<file path="config.mk">
export PLATFORM = sky130hd
export DESIGN_NAME = mmio_fifo_bank
export DESIGN_NICKNAME = d
export VERILOG_FILES = /design/src/rtl/mmio_fifo_bank_pkg.sv /design/src/rtl/mmio_fifo_bank_chan_fifo.sv /design/src/rtl/mmio_fifo_bank.sv
export SDC_FILE = /design/constraint.sdc
export NUM_CORES = 1
export LEC_CHECK = 0
export ABC_AREA = 1
export CAP_MARGIN = 20
export CELL_PAD_IN_SITES_DETAIL_PLACEMENT = 0
export CELL_PAD_IN_SITES_GLOBAL_PLACEMENT = 1
export CORE_AREA = 2 2 94 96
export CTS_CLUSTER_DIAMETER = 150
export DETAILED_ROUTE_END_ITERATION = 8
export DIE_AREA = 0 0 96 98
export PLACE_DENSITY = 0.82
export SYNTH_ARGS = -nofsm -noshare
export SYNTH_HDL_FRONTEND = slang
export SYNTH_SLANG_ARGS = --single-unit
</file>
<file path="constraint.sdc">
create_clock -name CLK -period 3.9 [get_ports CLK]
set_clock_uncertainty 0.1 [all_clocks]
set_input_delay 1.17 -clock CLK [delete_from_list [all_inputs] [get_ports CLK]]
set_output_delay 1.17 -clock CLK [all_outputs]
set_load 0.01 [all_outputs]
</file>
<file path="src/rtl/mmio_fifo_bank_pkg.sv">
// mmio_fifo_bank_pkg
//   Shared address-map constants for the mmio_fifo_bank slice.
//   Address layout: addr[3:2] selects the region, addr[1:0] selects the channel.
package mmio_fifo_bank_pkg;

    typedef enum logic [1:0] {
        REG_DATA   = 2'b00,   // write: push, read: pop
        REG_COUNT  = 2'b01,   // read: channel occupancy
        REG_STATUS = 2'b10,   // read: {ovf, unf, full, empty}, clears ovf/unf
        REG_ZERO   = 2'b11    // reads as zero; 4'hF on the write side is flush
    } region_e;

    localparam logic [3:0] FLUSH_ADDR = 4'hF;

    localparam int unsigned ST_EMPTY = 0;
    localparam int unsigned ST_FULL  = 1;
    localparam int unsigned ST_UNF   = 2;
    localparam int unsigned ST_OVF   = 3;

endpackage

</file>
<file path="src/rtl/mmio_fifo_bank_chan_fifo.sv">
// chan_fifo
//   One FIFO channel of the bank. Push and pop requests arrive already
//   decoded; this module decides which of them are accepted.
// Ports:
//   clk, rst_n   clock, synchronous active-low reset
//   push, pop    operation requests for this edge
//   flush        empty the channel (wins over push/pop state update)
//   din          push data
//   dout         current head entry
//   count        occupancy, 0..DEPTH
//   full, empty  occupancy flags
module chan_fifo #(
    parameter int unsigned DATA_W = 8,
    parameter int unsigned DEPTH  = 4
) (
    input  logic                       clk,
    input  logic                       rst_n,
    input  logic                       push,
    input  logic                       pop,
    input  logic                       flush,
    input  logic [DATA_W-1:0]          din,
    output logic [DATA_W-1:0]          dout,
    output logic [$clog2(DEPTH):0]     count,
    output logic                       full,
    output logic                       empty
);

    localparam int unsigned PTR_W = $clog2(DEPTH);
    localparam int unsigned CNT_W = PTR_W + 1;

    logic [DATA_W-1:0] mem [DEPTH];
    logic [PTR_W-1:0]  wr_ptr;
    logic [PTR_W-1:0]  rd_ptr;
    logic              pop_ok;
    logic              push_ok;

    assign full   = (count == CNT_W'(DEPTH));
    assign empty  = (count == '0);
    assign dout   = mem[rd_ptr];

    // A push into a full channel is still accepted when a pop frees a slot
    // at the same edge.
    assign pop_ok  = pop & ~empty;
    assign push_ok = push & (~full | pop_ok);

    always_ff @(posedge clk) begin
        if (push_ok && !flush) begin
            mem[wr_ptr] <= din;
        end
    end

    always_ff @(posedge clk) begin
        if (!rst_n || flush) begin
            wr_ptr <= '0;
            rd_ptr <= '0;
            count  <= '0;
        end else begin
            if (push_ok) begin
                wr_ptr <= wr_ptr + PTR_W'(1);
            end
            if (pop_ok) begin
                rd_ptr <= rd_ptr + PTR_W'(1);
            end
            case ({push_ok, pop_ok})
                2'b10:   count <= count + CNT_W'(1);
                2'b01:   count <= count - CNT_W'(1);
                default: count <= count;
            endcase
        end
    end

endmodule

</file>
<file path="src/rtl/mmio_fifo_bank.sv">
// mmio_fifo_bank
//   Address-mapped bank of NCH independent FIFO channels behind a
//   write/read method port pair, with sticky read-to-clear overflow and
//   underflow flags and a global flush.
// Ports:
//   CLK, RST_N      clock, synchronous active-low reset
//   write_address   write target (00_c push, 1111 flush)
//   write_data      push data
//   write_en        write strobe, acted on when write_rdy=1
//   write_rdy       registered write ready
//   read_address    read target (00_c pop, 01_c count, 10_c status)
//   read_en         read strobe, acted on when read_rdy=1
//   read_data       combinational read result, zero when no read fires
//   read_rdy        registered read ready
module mmio_fifo_bank
    import mmio_fifo_bank_pkg::*;
#(
    parameter int unsigned DATA_W = 8,
    parameter int unsigned DEPTH  = 4,
    parameter int unsigned NCH    = 2,
    parameter int unsigned ADDR_W = 4
) (
    input  logic              CLK,
    input  logic              RST_N,
    input  logic [ADDR_W-1:0] write_address,
    input  logic [DATA_W-1:0] write_data,
    input  logic              write_en,
    output logic              write_rdy,
    input  logic [ADDR_W-1:0] read_address,
    input  logic              read_en,
    output logic [DATA_W-1:0] read_data,
    output logic              read_rdy
);

    localparam int unsigned CNT_W = $clog2(DEPTH) + 1;

    logic              wr_fire;
    logic              rd_fire;
    logic              flush;
    region_e           wr_region;
    region_e           rd_region;
    logic [1:0]        wr_ch;
    logic [1:0]        rd_ch;

    logic [NCH-1:0]    push;
    logic [NCH-1:0]    pop;
    logic [NCH-1:0]    full;
    logic [NCH-1:0]    empty;
    logic [NCH-1:0]    ovf;
    logic [NCH-1:0]    unf;
    logic [NCH-1:0]    ovf_set;
    logic [NCH-1:0]    unf_set;
    logic [NCH-1:0]    stat_clr;
    logic [DATA_W-1:0] dout  [NCH];
    logic [CNT_W-1:0]  count [NCH];

    assign wr_fire   = write_en & write_rdy;
    assign rd_fire   = read_en & read_rdy;
    assign wr_region = region_e'(write_address[3:2]);
    assign rd_region = region_e'(read_address[3:2]);
    assign wr_ch     = write_address[1:0];
    assign rd_ch     = read_address[1:0];
    assign flush     = wr_fire & (write_address == FLUSH_ADDR);

    always_ff @(posedge CLK) begin
        if (!RST_N) begin
            write_rdy <= 1'b0;
            read_rdy  <= 1'b0;
        end else begin
            write_rdy <= 1'b1;
            read_rdy  <= 1'b1;
        end
    end

    // Channels at or beyond NCH have no instance, so their addresses decode
    // to nothing and their reads fall through to zero.
    for (genvar g = 0; g < NCH; g++) begin : g_ch
        assign push[g]     = wr_fire & (wr_region == REG_DATA) & (wr_ch == 2'(g));
        assign pop[g]      = rd_fire & (rd_region == REG_DATA) & (rd_ch == 2'(g));
        assign stat_clr[g] = rd_fire & (rd_region == REG_STATUS) & (rd_ch == 2'(g));
        // Full implies non-empty, so any pop on a full channel makes room.
        assign ovf_set[g]  = push[g] & full[g] & ~pop[g];
        assign unf_set[g]  = pop[g] & empty[g];

        chan_fifo #(
            .DATA_W (DATA_W),
            .DEPTH  (DEPTH)
        ) u_chan (
            .clk   (CLK),
            .rst_n (RST_N),
            .push  (push[g]),
            .pop   (pop[g]),
            .flush (flush),
            .din   (write_data),
            .dout  (dout[g]),
            .count (count[g]),
            .full  (full[g]),
            .empty (empty[g])
        );
    end

    // Set has priority over the read-to-clear of the same cycle.
    always_ff @(posedge CLK) begin
        if (!RST_N) begin
            ovf <= '0;
            unf <= '0;
        end else begin
            ovf <= (ovf & ~stat_clr) | ovf_set;
            unf <= (unf & ~stat_clr) | unf_set;
        end
    end

    always_comb begin
        read_data = '0;
        if (rd_fire) begin
            for (int unsigned c = 0; c < NCH; c++) begin
                if (rd_ch == 2'(c)) begin
                    case (rd_region)
                        REG_DATA: begin
                            if (!empty[c]) begin
                                read_data = dout[c];
                            end
                        end
                        REG_COUNT: begin
                            read_data[CNT_W-1:0] = count[c];
                        end
                        REG_STATUS: begin
                            read_data[ST_EMPTY] = empty[c];
                            read_data[ST_FULL]  = full[c];
                            read_data[ST_UNF]   = unf[c];
                            read_data[ST_OVF]   = ovf[c];
                        end
                        default: ;
                    endcase
                end
            end
        end
    end

endmodule

</file>
[Word level (Yosys, flattened, before mapping)]
Memory sizes are Yosys's and may differ from the RTL's. A register that Yosys moved wholly into a read port is not among the register bits.
Cells that the tools add are included.
Operators by class
  equal/unequal tests: 11
  add/subtract/negate cells: 8
  reduce and logical (&&, ||, !) cells: 13
  muxes and demuxes: 22
  bitwise logic cells: 35
Operator list (count)
  $mux 8: 5
  $and 1x1->1: 22
  $pmux 3 s3: 2
  $pmux 3 s2: 2
  $eq 2x1->1 const B: 5
  $add 2x1->2 const B: 4
  $logic_not 2->1: 4
  $mux 2: 4
  $mux 4: 2
  $add 3x1->3 const B: 2
  $eq 2x2->1 const B: 3
  $eq 3x3->1 const B: 2
  $logic_not 3->1: 2
  $not 1->1: 6
  $sub 3x1->3 const B: 2
  $mux 1: 5
  $and 2x2->2: 2
  $eq 4x4->1 const B: 1
  $or 2x2->2: 2
  $pmux 1 s2: 2
  $reduce_bool 2->1: 2
  $logic_and 1x1->1: 2
  $logic_not 1->1: 2
  $not 2->2: 1
  other kinds (2): 3
Word-level totals
  output and inout bits: 10
  input port bits: 20
  memories: 2
  word-level logic and storage cells: 100
  flip-flop bits (word level): 19
  bits in writable memories: 64
Memory list
  g_ch[0].u_chan.mem: depth 4, width 8, rd ports 1, clocked after memory_dff 1, write ports 1, line mmio_fifo_bank_chan_fifo.sv:31  | logic [DATA_W-1:0] mem [DEPTH];
  g_ch[1].u_chan.mem: depth 4, width 8, rd ports 1, clocked after memory_dff 1, write ports 1, line mmio_fifo_bank_chan_fifo.sv:31

[Longest topological paths before layout]
  depth in word-level cells: 9
  depth in mapped cells: 13
  mapped depth without buffers: 13

[Hierarchy]
From an unflattened synthesis, not the netlist that was laid out.
Second synthesis, totals
  cells, all modules: 416
  area, all modules: 4098.9 um^2
By module, submodules not included
  chan_fifo at g_ch[1].u_chan: instances 1, sequential area each 1141.1 um^2, area an instance 1719.1 um^2, cells each 153
  chan_fifo at g_ch[0].u_chan: instances 1, sequential area each 1141.1 um^2, area an instance 1704.1 um^2, cells each 145
  mmio_fifo_bank: instances 1, sequential area each 100.1 um^2, area an instance 675.6 um^2, cells each 118

[Worst setup path after synthesis]
Ideal clock, no wire load.
  path kind: input to output
  from: input read_address[3]
  to: output read_data[2]
  required time: 2630 ps
  data arrival time: 1946 ps
  stages on the path: 7
  path buffers: 0
  slack: 684 ps
  cell sequence: inv_2 -> nand2_2 -> a21oi_1 -> nand3_1 -> nand2_1 -> nand2_1 -> a21oi_1
On the way
  word-level cells in the longest chain between the ends: 7
  elaborated cells between the ends (all ways): 9
  classes of those cells: 2 x eq/ne; 6 x mux; 1 x reduce/logical
Ends and longest elaborated chain
  start, declared: line mmio_fifo_bank.sv:29  | input logic [ADDR_W-1:0] read_address,
  $eq 2x2->1 (tied with other cells): line mmio_fifo_bank.sv:118  | case (rd_region)
  $pmux 3 s3: line mmio_fifo_bank.sv:118
  $mux 8: line mmio_fifo_bank.sv:117  | if (rd_ch == 2'(c)) begin
  $mux 8: line mmio_fifo_bank.sv:120  | if (!empty[c]) begin
  $pmux 3 s3: line mmio_fifo_bank.sv:118
  $mux 8 *: line mmio_fifo_bank.sv:117
  $mux 8 *: line mmio_fifo_bank.sv:115  | if (rd_fire) begin
  end, declared: line mmio_fifo_bank.sv:31  | output logic [DATA_W-1:0] read_data,
Mark *: on every way between the ends. The rest lies on a longest branch, timed or not.

[Worst setup path after layout]
  from: input read_en
  to: output read_data[6]
On the way
  word-level cells in the longest chain between the ends: 2
Ends and longest elaborated chain
  start, declared: line mmio_fifo_bank.sv:30  | input logic read_en,
  $and 1x1->1: line mmio_fifo_bank.sv:58  | assign rd_fire = read_en & read_rdy;
  $mux 8: line mmio_fifo_bank.sv:115
Every way passes these cells.

==> flow_summary.rst <==
.. list-table::
   :header-rows: 1

   * - Metric
     - Value
   * - Run status
     - complete, no violations
   * - Maximum root-to-sink buffer count
     - 2
   * - CP arrival
     - about 2.6 ns
   * - Count of yosys warnings during synthesis
     - 0
   * - Crit path time final
     - 3.878 ns
   * - Number of setup violations in the final report
     - 0
   * - Fraction of layout cells with a size suffix above 1
     - about 17%
   * - CTS tree
     - yes
   * - Filler-free cell count of the finished design
     - about 600
   * - Remaining antenna violation count after routing
     - 0
   * - Leftover overflow at the end of global routing
     - 0
   * - Height of the chip
     - roughly 98 um
   * - Category of the worst setup path launch point
     - input port
   * - Mapped Cells
     - between 400 and 500
   * - Unique cell type count in the Yosys netlist
     - 27
   * - Routed vias
     - around 3000
   * - Total standard cell area after synthesis
     - 0.004045 mm^2
   * - Number of flip-flops and latches in the synthesized netlist
     - 87
   * - Post-CTS Hold Fix Bufs
     - 0
   * - Total placed cells including tap cells
     - 580
   * - Area growth from synthesis to layout
     - 19.49%
   * - Storage element area
     - about 0.0024 mm^2
   * - CTS HTree Levels
     - 3
   * - Global-route wire length before repair
     - 13710 um
   * - Commonest non-fill, non-tap cell in the layout
     - sky130_fd_sc_hd__nand2_1
   * - Inserted Diodes
     - 0
   * - Number of top-level pins
     - 30
   * - Final layout net count
     - 522
   * - Fraction of the cycle the final worst path needs
     - 99.44%
   * - Clock slew at reported path FFs
     - 0.08 ns
   * - Required time of the critical path
     - 2.63 ns
   * - Area fraction of the dominant cell type after synthesis
     - a little under half
   * - Number of maximum-capacitance violations
     - 0
   * - Total global-route track usage
     - 19.53%
   * - Mean cell area of the mapped netlist
     - approximately 9.5 um^2
   * - Die outline area
     - 0.009408 mm^2
   * - Highest-count cells in the layout ignoring fill and taps
     - sky130_fd_sc_hd__nand2_1 (111), sky130_fd_sc_hd__edfxtp_1 (64), sky130_fd_sc_hd__inv_1 (56)
   * - Fraction of registers with async set/reset
     - 0%
   * - Clock tree root buffer cell
     - sky130_fd_sc_hd__clkbuf_8
   * - Hold WC Path Type
     - reg -> reg
   * - Pins over their slew limit
     - 0
   * - Number of filler instances in the final layout
     - 762
   * - First drt pass iteration count
     - 4
   * - Power density normalized to cell area
     - 343.9 mW/mm^2
   * - Placeable Area
     - between 0.008 and 0.009 mm^2
   * - Unrepaired setup endpoints after global routing
     - true
   * - Die outline width
     - 96 um
   * - Highest clock rate
     - around 0.26 GHz
   * - Multi-input gate area
     - approximately 0.0014 mm^2
   * - Number of antenna violations at the first check in global routing
     - 0
   * - Later-pin clock latency in the skew report
     - 0.36 ns
   * - Crit-path max FO
     - 4
   * - Detailed Place HPWL
     - 6063 um
   * - Largest area contributor in the netlist
     - sky130_fd_sc_hd__edfxtp_1
   * - Critical Setup Path Class
     - in -> out
   * - Most used flip-flop cell after synthesis
     - sky130_fd_sc_hd__edfxtp_1
   * - Ratio of routed vias to standard cells
     - a little under 5
   * - Rows
     - 34
   * - Sequential share of the synthesized area
     - 58.89%
   * - Number of buffers inserted by port buffering
     - 29
   * - Leakage
     - 0.001980 uW
   * - Largest cells by area after synthesis
     - sky130_fd_sc_hd__edfxtp_1 (48%), sky130_fd_sc_hd__dfxtp_1 (11%), sky130_fd_sc_hd__nand2_1 (10%), sky130_fd_sc_hd__inv_1 (5.2%), sky130_fd_sc_hd__a21oi_1 (4.3%)
   * - Routed length per placed instance
     - 14.00 um
   * - Initial Util
     - around 48%
   * - Via count of the first global-routing pass
     - about 2800
   * - Pin count of the biggest net entering global routing
     - 18
   * - Maximum ir drop on the vdd rail
     - between 0.2 and 0.25 mV
   * - Headroom to the max-slew limit
     - approximately three fifths
   * - Detailed Route Iter0 Violations
     - 146
   * - Total power of the final layout
     - between 1500 and 2000 uW
   * - Final Wtd Congestion
     - 0.9481
   * - TritonCTS buffer count
     - 9
   * - Clk sinks
     - 87
   * - Worst Max-Slew Pin Slew
     - 0.6005 ns
   * - Capturing element type of the critical path
     - output port
   * - Net count after synthesis
     - 458
   * - Total Wirelength
     - ~8400 um
   * - Count of flip-flops with a built-in enable after synthesis
     - 64
   * - Remaining routing DRC violations
     - 0
   * - Final hold viol count
     - 0
cells by family (layout without fill, tap and decap cells):
| family | Yosys count | count (layout) | synth area share, % |
|---|---|---|---|
| simple gates | 195 | 195 | 21.56 |
| flops | 87 | 87 | 58.89 |
| buf+inv | 74 | 143 | 7.578 |
| compound gates | 55 | 55 | 7.238 |
| fa+ha+maj | 12 | 12 | 4.083 |
| xor+xnor | 3 | 3 | 0.6497 |
where the power goes:
part           switching (uW)  internal [uW]
sequential               1.94            993
combinational            44.5           34.4
clock                     344            244
cell type report:
class	instances	area share, %
sequential	87	49.29
multi-input combinational	265	28.40
timing repair buffer	62	10.69
inverter	65	5.048
tap	108	2.796
clock buffer	9	2.563
clock inverter	7	1.217
timing repair:
item | CTS | global route
gates cloned | 0 | 0
gates resized for setup | 22 | 6
endpoints found under the setup margin | 8 | 5
setup buffers | 5 | 2
pin swaps | 4 | 2
synthesized netlist by cell type, types with 4 or more instances:
| cell type | instances |
|---|---|
| sky130_fd_sc_hd__a21oi_1 | 35 |
| sky130_fd_sc_hd__buf_2 | 5 |
| sky130_fd_sc_hd__dfxtp_1 | 23 |
| sky130_fd_sc_hd__edfxtp_1 | 64 |
| sky130_fd_sc_hd__ha_1 | 10 |
| sky130_fd_sc_hd__inv_1 | 56 |
| sky130_fd_sc_hd__inv_2 | 9 |
| sky130_fd_sc_hd__nand2_1 | 112 |
| sky130_fd_sc_hd__nand2_2 | 6 |
| sky130_fd_sc_hd__nand3_1 | 30 |
| sky130_fd_sc_hd__nor2_1 | 34 |
| sky130_fd_sc_hd__nor2_4 | 4 |
| sky130_fd_sc_hd__o21ai_0 | 10 |
| sky130_fd_sc_hd__o21ai_1 | 5 |
stage by stage:
step / hold WS [ns] / setup TNS [ns] / util, % / instance area, um^2 / setup slack, ns
floorplan: 0.3402 / 0 / - / 4045 / 0.6840
global placement: 0.3505 / -2.397 / 54.37 / 4603 / -0.3391
detailed placement: 0.3507 / -2.607 / 54.37 / 4603 / -0.3996
CTS: 0.3644 / 0 / 57.01 / 4826 / 0.006369
global route: 0.3794 / -0.04745 / 57.09 / 4833 / -0.04745
finish: 0.3627 / 0 / 57.09 / 4833 / 0.02197
registers in the layout, summed over array words and instances, names as in the netlist, named ones only:
signal and count:
g_ch.u_chan.count 6, g_ch.u_chan.mem 64, g_ch.u_chan.rd_ptr 4, g_ch.u_chan.wr_ptr 4, ovf 2, read_rdy 1, unf 2
critical path, cell delays in order:
cell and delay [ns]:
sky130_fd_sc_hd__clkdlybuf4s50_1 0.47, sky130_fd_sc_hd__nand2_2 0.09, sky130_fd_sc_hd__inv_1 0.11, sky130_fd_sc_hd__nand3_2 0.11
sky130_fd_sc_hd__nor2_4 0.19, sky130_fd_sc_hd__nand3_1 0.12, sky130_fd_sc_hd__nand2_1 0.08, sky130_fd_sc_hd__dlygate4sd2_1 0.26
worst paths after layout:
path / startpoint / to / slack, ns / cells after the start
max: read_en / read_data[6] / 0.02 / 8
min: ovf[1]$_SDFF_PN0_ / ovf[1]$_SDFF_PN0_ / 0.36 / 2
max reg2reg: read_rdy$_DFF_P_ / g_ch[1].u_chan.count[2]$_SDFFE_PP0P_ / 1.39 / 14
min reg2reg: ovf[1]$_SDFF_PN0_ / ovf[1]$_SDFF_PN0_ / 0.36 / 2
layer usage:
metal	vias to the layer above	wire length, um	track usage, %
li1	1514	-	-
met1	1415	3937	26.79
met2	46	4160	31.36
met3	13	242	2.855
met4	0	103	7.253
met5	-	0	0
No activity file was read; power rests on OpenSTA's default activity.
